## src/rtl/des_pkg.sv

```systemverilog
// Shared DES definitions: block widths, output FSM states and the IP / FP permutation tables.
// Bit convention: DES bit 1 is vector bit [63], DES bit 64 is vector bit [0].
package des_pkg;

    localparam int DES_BLOCK_W = 64;
    localparam int DES_HALF_W  = 32;

    typedef enum logic [0:0] {IDLE, SEND} tx_state_t;

    localparam int FP_TABLE [64] = '{
        40,  8, 48, 16, 56, 24, 64, 32,
        39,  7, 47, 15, 55, 23, 63, 31,
        38,  6, 46, 14, 54, 22, 62, 30,
        37,  5, 45, 13, 53, 21, 61, 29,
        36,  4, 44, 12, 52, 20, 60, 28,
        35,  3, 43, 11, 51, 19, 59, 27,
        34,  2, 42, 10, 50, 18, 58, 26,
        33,  1, 41,  9, 49, 17, 57, 25
    };

    localparam int IP_TABLE [64] = '{
        58, 50, 42, 34, 26, 18, 10,  2,
        60, 52, 44, 36, 28, 20, 12,  4,
        62, 54, 46, 38, 30, 22, 14,  6,
        64, 56, 48, 40, 32, 24, 16,  8,
        57, 49, 41, 33, 25, 17,  9,  1,
        59, 51, 43, 35, 27, 19, 11,  3,
        61, 53, 45, 37, 29, 21, 13,  5,
        63, 55, 47, 39, 31, 23, 15,  7
    };

    function automatic logic [DES_BLOCK_W-1:0] fp_permute(input logic [DES_BLOCK_W-1:0] pre);
        logic [DES_BLOCK_W-1:0] res;
        res = '0;
        for (int k = 0; k < DES_BLOCK_W; k++)
            res[63-k] = pre[64-FP_TABLE[k]];
        return res;
    endfunction

    function automatic logic [DES_BLOCK_W-1:0] ip_permute(input logic [DES_BLOCK_W-1:0] blk);
        logic [DES_BLOCK_W-1:0] res;
        res = '0;
        for (int k = 0; k < DES_BLOCK_W; k++)
            res[63-k] = blk[64-IP_TABLE[k]];
        return res;
    endfunction

endpackage

```

## src/rtl/des_fp_tx_if.sv

```systemverilog
// Handshake bundle of the DES output stage: half-block input side and byte-wide output side.
interface des_fp_tx_if;
    import des_pkg::*;

    logic                  in_valid;
    logic                  in_ready;
    logic [DES_HALF_W-1:0] l16;
    logic [DES_HALF_W-1:0] r16;
    logic                  out_valid;
    logic                  out_ready;
    logic [7:0]            out_data;
    logic                  out_last;

    modport slave (
        input  in_valid, l16, r16, out_ready,
        output in_ready, out_valid, out_data, out_last
    );

    modport master (
        output in_valid, l16, r16, out_ready,
        input  in_ready, out_valid, out_data, out_last
    );

endinterface

```

## src/rtl/des_fp.sv

```systemverilog
// Pure combinational pre-output swap plus Final Permutation (IP^-1) of the round-16 halves.
module des_fp
    import des_pkg::*;
(
    input  logic [DES_HALF_W-1:0]  l16,
    input  logic [DES_HALF_W-1:0]  r16,
    output logic [DES_BLOCK_W-1:0] fp_out
);

    assign fp_out = fp_permute({r16, l16});

endmodule

```

## src/rtl/des_fp_tx.sv

```systemverilog
// DES output stage: FP of (L16,R16) serialized as eight bytes, MSB first, over valid/ready.
// Optional DES_FP_PREFETCH_EN adds a one-block holding register for gapless back-to-back blocks.
//
// state | meaning
// IDLE  | no block in the shift register, ready for a new pair
// SEND  | shift[63:56] presented as byte cnt of the current block
module des_fp_tx
    import des_pkg::*;
(
    input  logic        clk,
    input  logic        rst,
    des_fp_tx_if.slave  bus,
    output logic        busy
);

    tx_state_t              state, state_n;
    logic [2:0]             cnt, cnt_n;
    logic [DES_BLOCK_W-1:0] shift, shift_n;
    logic [DES_BLOCK_W-1:0] fp_res;
    logic                   in_fire, out_fire, last_fire;

`ifdef DES_FP_PREFETCH_EN
    logic [DES_BLOCK_W-1:0] hold, hold_n;
    logic                   hold_full, hold_full_n;
`endif

    des_fp u_fp (
        .l16    (bus.l16),
        .r16    (bus.r16),
        .fp_out (fp_res)
    );

    assign bus.out_valid = (state == SEND);
    assign bus.out_data  = shift[63:56];
    assign bus.out_last  = (state == SEND) && (cnt == 3'd7);
`ifdef DES_FP_PREFETCH_EN
    assign bus.in_ready  = !hold_full;
    assign busy          = (state == SEND) || hold_full;
`else
    assign bus.in_ready  = (state == IDLE);
    assign busy          = (state == SEND);
`endif

    assign in_fire   = bus.in_valid && bus.in_ready;
    assign out_fire  = bus.out_valid && bus.out_ready;
    assign last_fire = out_fire && (cnt == 3'd7);

    always_ff @(posedge clk) begin
        if (rst) begin
            state     <= IDLE;
            cnt       <= '0;
            shift     <= '0;
`ifdef DES_FP_PREFETCH_EN
            hold      <= '0;
            hold_full <= 1'b0;
`endif
        end else begin
            state     <= state_n;
            cnt       <= cnt_n;
            shift     <= shift_n;
`ifdef DES_FP_PREFETCH_EN
            hold      <= hold_n;
            hold_full <= hold_full_n;
`endif
        end
    end

    always_comb begin
        state_n     = state;
        cnt_n       = cnt;
        shift_n     = shift;
`ifdef DES_FP_PREFETCH_EN
        hold_n      = hold;
        hold_full_n = hold_full;
`endif
        case (state)
            IDLE: begin
                if (in_fire) begin
                    shift_n = fp_res;
                    cnt_n   = '0;
                    state_n = SEND;
                end
            end
            SEND: begin
                if (out_fire) begin
                    shift_n = {shift[55:0], 8'h00};
                    cnt_n   = cnt + 3'd1;
                    if (cnt == 3'd7) begin
`ifdef DES_FP_PREFETCH_EN
                        // held block wins; in_ready is low then, so no same-edge accept
                        if (hold_full) begin
                            shift_n     = hold;
                            hold_full_n = 1'b0;
                            cnt_n       = '0;
                        end else if (in_fire) begin
                            shift_n = fp_res;
                            cnt_n   = '0;
                        end else begin
                            state_n = IDLE;
                        end
`else
                        state_n = IDLE;
`endif
                    end
                end
`ifdef DES_FP_PREFETCH_EN
                if (in_fire && !last_fire) begin
                    hold_n      = fp_res;
                    hold_full_n = 1'b1;
                end
`endif
            end
        endcase
    end

endmodule
```

## src/flat_wrapper.sv

```systemverilog
// flat-port wrapper written by rule: the top's interface ports become plain ports
module des_fp_tx_flat import des_pkg::*;
  (clk, rst, busy, bus_in_valid, bus_l16, bus_r16, bus_out_ready, bus_in_ready, bus_out_valid, bus_out_data, bus_out_last);
  des_fp_tx_if bus_i ();
  input  logic clk;
  input  logic rst;
  output logic busy;
  input wire logic [$bits(bus_i.in_valid)-1:0] bus_in_valid;
  input wire logic [$bits(bus_i.l16)-1:0] bus_l16;
  input wire logic [$bits(bus_i.r16)-1:0] bus_r16;
  input wire logic [$bits(bus_i.out_ready)-1:0] bus_out_ready;
  output wire logic [$bits(bus_i.in_ready)-1:0] bus_in_ready;
  output wire logic [$bits(bus_i.out_valid)-1:0] bus_out_valid;
  output wire logic [$bits(bus_i.out_data)-1:0] bus_out_data;
  output wire logic [$bits(bus_i.out_last)-1:0] bus_out_last;
  assign bus_i.in_valid = bus_in_valid;
  assign bus_i.l16 = bus_l16;
  assign bus_i.r16 = bus_r16;
  assign bus_i.out_ready = bus_out_ready;
  assign bus_in_ready = bus_i.in_ready;
  assign bus_out_valid = bus_i.out_valid;
  assign bus_out_data = bus_i.out_data;
  assign bus_out_last = bus_i.out_last;
  des_fp_tx u_core (.clk(clk), .rst(rst), .bus(bus_i), .busy(busy));
endmodule
```

## config.mk

```make
export PLATFORM = sky130hd
export DESIGN_NAME = des_fp_tx_flat
export DESIGN_NICKNAME = d
export VERILOG_FILES = /design/src/rtl/des_pkg.sv /design/src/rtl/des_fp_tx_if.sv /design/src/rtl/des_fp.sv /design/src/rtl/des_fp_tx.sv /design/src/flat_wrapper.sv
export SDC_FILE = /design/constraint.sdc
export NUM_CORES = 1
export LEC_CHECK = 0
export BUFFER_PORTS_ARGS = -buffer_cell sky130_fd_sc_hd__buf_4
export CELL_PAD_IN_SITES_DETAIL_PLACEMENT = 0
export CELL_PAD_IN_SITES_GLOBAL_PLACEMENT = 1
export CORE_ASPECT_RATIO = 0.8
export CORE_MARGIN = 10
export CORE_UTILIZATION = 40
export CTS_CLUSTER_DIAMETER = 100
export DETAILED_ROUTE_END_ITERATION = 8
export PLACE_DENSITY_LB_ADDON = 0.1
export SYNTH_ARGS = -nofsm -noshare
export SYNTH_HDL_FRONTEND = slang
export SYNTH_SLANG_ARGS = --single-unit
export TNS_END_PERCENT = 1
```

## constraint.sdc

```tcl
create_clock -name clk -period 1.65 [get_ports clk]
set_input_delay 0.165 -clock clk [delete_from_list [all_inputs] [get_ports clk]]
set_output_delay 0.165 -clock clk [all_outputs]
set_load 0.05 [all_outputs]
```

==> results.md, run 1 <==
* Clock skew at about 0.0086 ns
* Vert. Die Dim at ~99 um
* # setup viols final at 0
* DRC at 0
* Crit share post-route at a little over nine tenths
* Cell count after placement at roughly 460
* Hold WC Path Type: in2reg
* Syn Nets at approximately 370
* Cell taking the most area after synthesis: dfxtp_1
* # nets final at 433
* Root Driver: clkbuf_8
* Synthesized area at 0.00310 mm^2
* FF-to-FF setup slack at 0.19 ns
* Fin. Hold Viols at 0
* Post-synthesis register bit count at 68
* Synth Instances at between 300 and 400
* Finished layout cell area at ~0.0039 mm^2
* Num Clock Sinks at 68
* Worst Setup EP: bus_out_last
* Max Clk Rate at between 600 and 700 MHz
* Via density at 4.89
* First-pass GRT wire length at ~12000 um
* Post-Route WL at 7470 um
* Critical Path Sink Type: output port
* Main synth FF type: dfxtp_1
* H-tree depth at 3
* Gr usage total at between 10 and 15%
* GRT overflow at 0
* DR pass1 iterations at 4
* Post-layout min period at between 1.5 and 2 ns
* Register area share after synthesis at between 40% and 50%
* WS Path Type: reg2out
* Setup TNS Final at 0 ns
* R2R Path Start: u_core.bus.out_valid
* Hpwl dp at 5100 um
* Top-Level Pins at 80
* ANT nets after route at 0
* Synth area leaders: dfxtp_1 44%, mux2i_1 18%, a211oi_2 9.3%, a211oi_1 8.2%, nor2_1 8.1%
* Initial Util at 41.5%
* Pwr Density at 1030 mW/mm^2
* Cts bufs inserted at 9
* Worst Path Required at 1.48 ns
* Crit-path slowest cell: dfxtp_1
* Crit Path Max Fanout at 3
* CP Launch Type: flip-flop
* Fillcell total at around 710
* Crit path from: u_core.cnt[0]
* Netlist cell types at 21
* Max-cap violation count at 0
* Core ar. at about 0.0075 mm^2
* Antenna diodes at 0
* Synth top cells by count: 68 x dfxtp_1, 67 x nor2_1, 56 x mux2i_1
* Die X at 118 um
* Leakage Power at between 1.5 and 2 nW
* Outcome: complete, no violations
* Hold-fix buffers at CTS at 0
* CTS tree: built
* Clk_lat worst skew at 0.34 ns
* Asr flop ratio synth at 0%
* Layout cell share with drive strength beyond 1 at 34.1%
* EDFF count, synth at 0
* Largest net degree at the start of global routing at 69
* Reg clk slew, reported paths at around 0.07 ns
* Avg Cell Area, Syn at a little over 10 um^2
* Critical path's top delay family: adder cells
* Relative slew slack at just over 60%
* Initial antenna violation count at 0
* Post-CTS Setup Inserts at 0
* Cell Chain, Critical Path: ha_1, ha_1, and2_1, buf_4
* Worst-case reg-to-reg path depth at 4
* Vias in the first global route at between 2000 and 2500
* DR vias at ~2300
* Synth Warn # at 0
* IO buf count at slightly below 80
* Rows at 28
* Worst slew pin tran at between 0.5 and 0.6 ns
* CTS Buffer Depth at 2
* Post-cts repair resize count at 0
* Buf/Inv on CP at 1
* Die footprint at approximately 0.012 mm^2
* Dpl cell area at about 0.0037 mm^2
* Critical path arrival at around 1.4 ns
* WL/cell at 15.8 um
* Most frequent cell after synthesis: dfxtp_1
* Post-synth top area share at a little over two fifths
* Finished Layout Cells at roughly 470
* Critical path depth in cells at 4
* RSZ-0062 raised after global routing: no
* GPL Wtd Cong at 0.739
* Peak VDD IR at approximately 530 uV
* Layout Area Growth over Synthesis at 25.1%
* Max-slew violation count at 0
* R2r endpoint: u_core.shift[25]
* Drt initial violations at approximately 140
* Crit-path max cell delay at between 0.3 and 0.4 ns
* Top cell by count, worst path: ha_1
-- sequential cells by signal (all words and copies together), names as in the netlist --
signal,flops
u_core.shift,64
u_core.cnt,3
u_core.bus.out_valid,1
-- cell usage in the layout, fill, tap and decap left out, types with 3 or more instances in the layout --
cell type / count
dfxtp_1: 67
a211oi_1: 34
buf_12: 3
clkbuf_8: 10
nor2_1: 67
mux2i_1: 56
a22oi_1: 8
a211oi_2: 23
buf_4: 82
-- metrics by stage --
step | hold slack (ns) | power [W] | utilization (%) | worst slack, ns
after CTS | 0.0513 | 0.00405 | 52.0 | 0.0474
after detailed placement | 0.422 | 0.00269 | 49.4 | 0.216
after global routing | 0.0604 | 0.00420 | 52.0 | 0.00507
after floorplan | 0.272 | 0.00246 | - | 0.0765
after global placement | 0.417 | 0.00268 | 49.4 | 0.207
final | 0.0697 | 0.00400 | 52.0 | 0.0765
-- per-layer routing --
layer / global-route usage [%] / routed length [um] / vias to the layer above
met4: 3.37 / 44 / 0
li1: - / - / 1208
met2: 17.3 / 3120 / 58
met3: 5.82 / 468 / 4
met1: 17.2 / 3830 / 1037
met5: 0 / 0 / -
-- worst min-delay path, cell delays in order --
cell and delay [ns]:
buf_4 0.08, a22oi_1 0.06, nor2_1 0.08
-- worst min path at each step --
| stage | start | endpoint | cells past startpoint |
|---|---|---|---|
| floorplan | bus_out_ready | u_core.bus.out_valid | 1 |
| global placement | bus_l16[7] | u_core.shift[1] | 3 |
| detailed placement | bus_l16[15] | u_core.shift[3] | 3 |
| CTS | bus_l16[7] | u_core.shift[1] | 3 |
| global route | bus_l16[23] | u_core.shift[5] | 3 |
| finish | bus_r16[15] | u_core.shift[2] | 3 |
-- cell families after synthesis --
logic type	synth area share, %
compound gates	20.5
simple gates	8.52
flops	43.9
mux	19.0
buf+inv	7.30
fa+ha+maj	0.807
-- where the power goes --
| group | switching [W] | total [W] | internal (W) |
|---|---|---|---|
| registers | 0.0000789 | 0.00186 | 0.00179 |
| logic | 0.000425 | 0.000782 | 0.000358 |
| clock network | 0.000620 | 0.00135 | 0.000729 |
| total | 0.00112 | 0.00400 | 0.00287 |
-- cell type report --
| type | count | area (um^2) | share of cell area, % |
|---|---|---|---|
| clock buffer | 11 | 141 | 3.64 |
| clock inverter | 4 | 50.0 | 1.29 |
| inverter | 1 | 3.75 | 0.0967 |
| multi-input combinational | 198 | 1510 | 39.0 |
| sequential | 68 | 1370 | 35.2 |
| tap | 105 | 131 | 3.39 |
| timing repair buffer | 85 | 676 | 17.4 |
Note: power is estimated with default switching activity, not from simulation.
==> run 2: changes to the inputs <==
--- a/config.mk
+++ b/config.mk
@@ -5,12 +5,14 @@
 export SDC_FILE = /design/constraint.sdc
 export NUM_CORES = 1
 export LEC_CHECK = 0
+export ABC_AREA = 1
 export BUFFER_PORTS_ARGS = -buffer_cell sky130_fd_sc_hd__buf_4
+export CAP_MARGIN = 20
 export CELL_PAD_IN_SITES_DETAIL_PLACEMENT = 0
 export CELL_PAD_IN_SITES_GLOBAL_PLACEMENT = 1
 export CORE_ASPECT_RATIO = 0.8
 export CORE_MARGIN = 10
-export CORE_UTILIZATION = 40
+export CORE_UTILIZATION = 37
 export CTS_CLUSTER_DIAMETER = 100
 export DETAILED_ROUTE_END_ITERATION = 8
 export PLACE_DENSITY_LB_ADDON = 0.1
==> run 2 against run 1 <==
  * Non-clock buffer count increased by 7
  * Sequential power about the same
  * Die area increased by 23%
  * Largest power group unchanged
  * Critical path type unchanged
  * Routed wire length increased by 38%
  * Hold slack improved by 0.024 ns
  * Clock skew decreased by 0.0024 ns
  * Fmax increased by 2.2%
  * Sequential share of layout area decreased by 5.2 points
  * Critical path depth decreased by 1
==> results.md, run 2 <==
* Worst Path Required at approximately 1.5 ns
* Post-layout min period at roughly 1.5 ns
* Worst slew pin tran at 0.303 ns
* Critical Path Sink Type: output port
* Root Driver: clkbuf_16
* Crit Path Max Fanout at 29
* Post-synth top area share at a little under two fifths
* DR vias at 3562
* Overall power at roughly 0.0046 W
* DRC at 0
* Rows at 32
* Post-cts repair resize count at 0
* IO buf count at 79
* Max-cap violation count at 0
* Max reg flops at 64
* Fillcell total at about 1100
* Synth Instances at 613
* Hold WC Path Type: in2reg
* Post-CTS Setup Inserts at 0
* GPL Wtd Cong at approximately 0.8
* Post-synthesis register bit count at slightly below 70
* Largest Register: u_core.shift
* Compound-cell area share of the yosys netlist at about 1.8%
* Post-synthesis mux area share at 0%
* Syn Nets at between 600 and 700
* Initial Util at between 30% and 40%
* CTS Buffer Depth at 2
* Layout cell share with drive strength beyond 1 at between 15 and 20%
* ANT nets after route at 0
* Layout Area Growth over Synthesis at 23.4%
* Reg clk slew, reported paths at ~0.05 ns
* EDFF count, synth at 0
* Adder-cell area share of the yosys netlist at less than 1%
* Asr flop ratio synth at 0%
* Netlist cell types at 18
* Die X at around 130 um
* WL/cell at 12.8 um
* Hpwl dp at 7020 um
* First-pass GRT wire length at about 17000 um
* Cell Chain, Critical Path: inv_2, buf_4, buf_4
* Post-Route WL at slightly above 10000 um
* Synth Area in XOR/XNOR at 0%
* Cell taking the most area after synthesis: dfxtp_1
* DR pass1 iterations at 4
* Most frequent cell after synthesis: nand2_1
* Drt initial violations at about 200
* Main synth FF type: dfxtp_1
* Synth top cells by count: 235 x nand2_1, 114 x nor2_1, 68 x dfxtp_1
* Initial antenna violation count at 0
* Avg Cell Area, Syn at between 6 and 7 um^2
* Main combinational cell family by area after synthesis: simple AND/OR/NAND/NOR gates
* Peak VDD IR at roughly 450 uV
* Die footprint at between 0.01 and 0.015 mm^2
* Leakage Power at around 2.4 nW
* WS Path Type: reg2out
* Critical path arrival at ~1.4 ns
* Pwr Density at 1010 mW/mm^2
* Hold-fix buffers at CTS at 0
* Max-slew violation count at 0
* Via density at ~4.4
* Register area share after synthesis at between 30 and 40%
* Top cell by count, worst path: buf_4
* Clock skew at around 0.0063 ns
* Vert. Die Dim at between 100 and 150 um
* Critical path's top delay family: buffers and inverters
* Fin. Hold Viols at 0
* Finished Core Util at 46.9%
* Cts bufs inserted at 9
* Top-Level Pins at 80
* GRT overflow at 0
* Post-synthesis simple-gate area fraction at around 46%
* # setup viols final at 0
* Synthesized area at 0.00368 mm^2
* Synth area leaders: dfxtp_1 37%, nand2_1 24%, nor2_1 12%, nand3_1 9.0%, inv_1 6.0%
* Commonest non-fill, non-tap cell in the layout: nand2_1
* Synth Warn # at 0
* Outcome: complete, no violations
* Gr usage total at 14.4%
* Buf/Inv on CP at 3
* Largest net degree at the start of global routing at 54
* Crit-path slowest cell: dfxtp_2
* Num Clock Sinks at just under 70
* # nets final at ~740
* Most frequent cells in the layout: 235 x nand2_1, 114 x nor2_1, 89 x buf_4
* CTS tree: built
* Crit-path max cell delay at around 0.39 ns
* Relative slew slack at 79.8%
* Antenna diodes at 0
* CP Launch Type: flip-flop
* Crit share post-route at a little over 90%
* Vias in the first global route at around 3600
* Core ar. at roughly 0.0097 mm^2
* RSZ-0062 raised after global routing: no
* Setup TNS Final at 0 ns
* Max Clk Rate at approximately 650 MHz
* H-tree depth at 3
* Clk_lat worst skew at ~0.32 ns
## run 2: final cells by class
| cell class | instances | area (um^2) | share of cell area (%) |
|---|---|---|---|
| timing repair buffer | 92 | 728 | 16.0 |
| tap | 136 | 170 | 3.75 |
| inverter | 62 | 233 | 5.12 |
| clock buffer | 13 | 260 | 5.73 |
| clock inverter | 2 | 10.0 | 0.220 |
| multi-input combinational | 434 | 1780 | 39.2 |
| sequential | 68 | 1360 | 30.0 |
## run 2: logic make-up (layout without fill, tap and decap cells)
group           count (synthesis)  in the layout
simple gates                  419            419
buf+inv                       111            169
flops                          68             68
compound gates                 13             13
fa+ha+maj                       2              2
## run 2: through the flow
step	worst slack [ns]	hold WS, ns	cell area [um^2]	instances
2_1_floorplan	0.110	0.312	3680	613
3_3_place_gp	0.282	0.430	4270	792
3_5_place_dp	0.222	0.433	4270	792
4_1_cts	0.0916	0.0873	4540	807
5_1_grt	0.0296	0.100	4540	807
6_report	0.111	0.0936	4540	807
## run 2: power breakdown
part	total [W]	switching (W)	internal, W
sequential	0.00188	0.0000829	0.00179
clock	0.00175	0.000662	0.00109
combinational	0.000947	0.000565	0.000382
## run 2: layer usage
| metal | vias up | wire (um) | global-route usage (%) |
|---|---|---|---|
| met5 | - | 0 | 0 |
| met2 | 64 | 4700 | 22.3 |
| met3 | 4 | 409 | 3.72 |
| met4 | 0 | 57 | 3.96 |
| met1 | 1568 | 5120 | 19.4 |
| li1 | 1926 | - | - |
## run 2: worst paths after layout
| check | slack [ns] | end | cells past startpoint | startpoint |
|---|---|---|---|---|
| worst max-delay path | 0.11 | bus_in_ready | 3 | u_core.bus.out_valid |
| worst min-delay path | 0.09 | u_core.shift[3] | 2 | rst |
| worst min register to register | 0.48 | u_core.shift[3] | 2 | u_core.shift[3] |
| worst max register to register | 0.23 | u_core.shift[9] | 6 | u_core.bus.out_valid |
==> run 3: changes to the inputs <==
--- a/config.mk
+++ b/config.mk
@@ -6,15 +6,15 @@
 export NUM_CORES = 1
 export LEC_CHECK = 0
 export ABC_AREA = 1
-export BUFFER_PORTS_ARGS = -buffer_cell sky130_fd_sc_hd__buf_4
 export CAP_MARGIN = 20
 export CELL_PAD_IN_SITES_DETAIL_PLACEMENT = 0
 export CELL_PAD_IN_SITES_GLOBAL_PLACEMENT = 1
 export CORE_ASPECT_RATIO = 0.8
 export CORE_MARGIN = 10
-export CORE_UTILIZATION = 37
+export CORE_UTILIZATION = 43
 export CTS_CLUSTER_DIAMETER = 100
 export DETAILED_ROUTE_END_ITERATION = 8
+export DONT_BUFFER_PORTS = 1
 export PLACE_DENSITY_LB_ADDON = 0.1
 export SYNTH_ARGS = -nofsm -noshare
 export SYNTH_HDL_FRONTEND = slang
==> run 3 against run 2 <==
  * Sequential share of layout area rose by 4.0 points
  * Flip-flop and latch count did not move
  * Hold slack got worse by 0.077 ns
  * Routed wire length fell by 1.4%
  * Via count fell by 5.1%
  * First-iteration DRC count rose by 31%
  * Die area fell by 12%
  * Clock power fell by 29%
==> results.md, run 3 (same netlist as run 2, synthesis figures left out) <==
* DR vias at ~3400
* Relative slew slack at 60.9%
* Dpl cell area at ~0.0037 mm^2
* Max-slew violation count at 0
* Max reg flops at 64
* Num Clock Sinks at just under 70
* Peak VDD IR at about 420 uV
* Leakage Power at about 2.1 nW
* Finished Layout Cells at 720
* # nets final at 675
* CTS tree: built
* Most frequent cells in the layout: 235 x nand2_1, 114 x nor2_1, 67 x dfxtp_1
* Reg clk slew, reported paths at about 0.07 ns
* Outcome: complete, no violations
* # setup viols final at 0
* Core ar. at between 0.008 and 0.009 mm^2
* Finished layout cell area at between 0.004 and 0.005 mm^2
* DRC at 0
* Drt initial violations at 259
* Critical Path Sink Type: output port
* CTS Buffer Depth at 2
* Sw Share at 31.0%
* Largest net degree at the start of global routing at 54
* Largest Register: u_core.shift
* ANT nets after route at 0
* IO buf count at 0
* Post-layout min period at about 1.5 ns
* WL/cell at 14.1 um
* Max Clk Rate at 652 MHz
* Hpwl dp at approximately 6700 um
* Top-Level Pins at 80
* Sequential power share at 47.1%
* Layout Area Growth over Synthesis at 9.14%
* Logic pwr share at 21.4%
* Vert. Die Dim at 103 um
* Layout cell share with drive strength beyond 1 at under 10%
* RSZ-0062 raised after global routing: no
* Die X at 123 um
* First-pass GRT wire length at 16500 um
* Initial Util at about 44%
* CP Launch Type: flip-flop
* Post-Route WL at between 10000 and 15000 um
* Via density at ~4.7
* Cell count after placement at between 600 and 700
* Pwr Density at 986 mW/mm^2
* Crit Path Max Fanout at 3
* Worst slew pin tran at 0.586 ns
* Commonest non-fill, non-tap cell in the layout: nand2_1
* Max-cap violation count at 0
* GPL Wtd Cong at between 0.7 and 0.8
* Clk pwr share at 31.4%
* Root Driver: clkbuf_8
* Die footprint at between 0.01 and 0.015 mm^2
* Antenna diodes at 0
* NetSw at around 0.0012 W
* Setup TNS Final at 0 ns
* Crit share post-route at ~93%
* Fin. Hold Viols at 0
* Hold WC Path Type: in2reg
* Cts bufs inserted at 9
* GRT overflow at 0
* WS Path Type: reg2out
* Rows at 30
* Clock skew at between 0.007 and 0.008 ns
* Initial antenna violation count at 0
* Pint at about 0.0027 W
* Vias in the first global route at approximately 3300
* Critical path arrival at ~1.4 ns
* H-tree depth at 3
* Clk_lat worst skew at roughly 0.34 ns
* Gr usage total at between 10% and 20%
* Worst Path Required at approximately 1.5 ns
* DR pass1 iterations at 4
run 3: changes by cell type in the layout (fill, tap and decap cells not counted), moves of 2 or more:
| cell | delta |
|---|---|
| buf_12 | +3 |
| buf_4 | -74 |
| dlygate4sd3_1 | +9 |
| clkbuf_8 | +10 |
| clkbuf_16 | -9 |
| clkbuf_1 | -2 |
run 3: path summary, 6_finish.rpt:
kind         depth (start not counted)  slack [ns]                    to                  from
min                                  2        0.02  u_core.bus.out_valid          bus_in_valid
max reg2reg                          5        0.30      u_core.shift[61]  u_core.bus.out_valid
max                                  5        0.12          bus_out_last         u_core.cnt[0]
min reg2reg                          2        0.48       u_core.shift[4]       u_core.shift[4]
run 3: per-layer routing:
metal  track usage (%)  wire length [um]
met1              20.7              4810
met2              25.5              4470
met3              5.86               732
met4              4.74               139
met5                 0                 0
run 3: timing repair:
item | in CTS | in global routing
endpoints found under the setup margin | 0 | 1
endpoints found under the hold margin | 10 | 0
hold buffers | 9 | 0
buffers inserted | 0 | 0
resized for setup | 0 | 2
run 3: through the flow:
| step | utilization, % | hold slack [ns] | power (W) | worst slack (ns) |
|---|---|---|---|---|
| 3_5_place_dp | 44.6 | 0.238 | 0.00274 | 0.318 |
| 6_report | 47.8 | 0.0163 | 0.00396 | 0.116 |
| 5_1_grt | 47.8 | 0.0251 | 0.00421 | 0.0481 |
| 2_1_floorplan | - | 0.312 | 0.00259 | 0.110 |
| 4_1_cts | 47.8 | 0.00536 | 0.00402 | 0.0116 |
| 3_3_place_gp | 44.6 | 0.236 | 0.00272 | 0.333 |
run 3: area by class of cell:
type / count / area (um^2)
tap: 112 / 140
inverter: 62 / 235
clock inverter: 2 / 10.0
multi-input combinational: 434 / 1780
clock buffer: 12 / 165
sequential: 68 / 1370
timing repair buffer: 30 / 323
fill: 965 / 4390
run 3: worst max-delay path, cell delays in order (launching register included):
cell,delay [ns]
dfxtp_1,0.34
ha_1,0.21
ha_1,0.19
nand2_1,0.08
inv_1,0.06
buf_12,0.14
run 3: power groups by stage:
| stage | clock network [W] | logic, W | registers [W] |
|---|---|---|---|
| 6_report | 0.00125 | 0.000849 | 0.00187 |
| 4_1_cts | 0.00129 | 0.000859 | 0.00187 |
| 3_3_place_gp | 0 | 0.000825 | 0.00190 |
| 3_5_place_dp | 0 | 0.000834 | 0.00190 |
| 2_1_floorplan | 0 | 0.000703 | 0.00189 |
| 5_1_grt | 0.00135 | 0.000974 | 0.00188 |
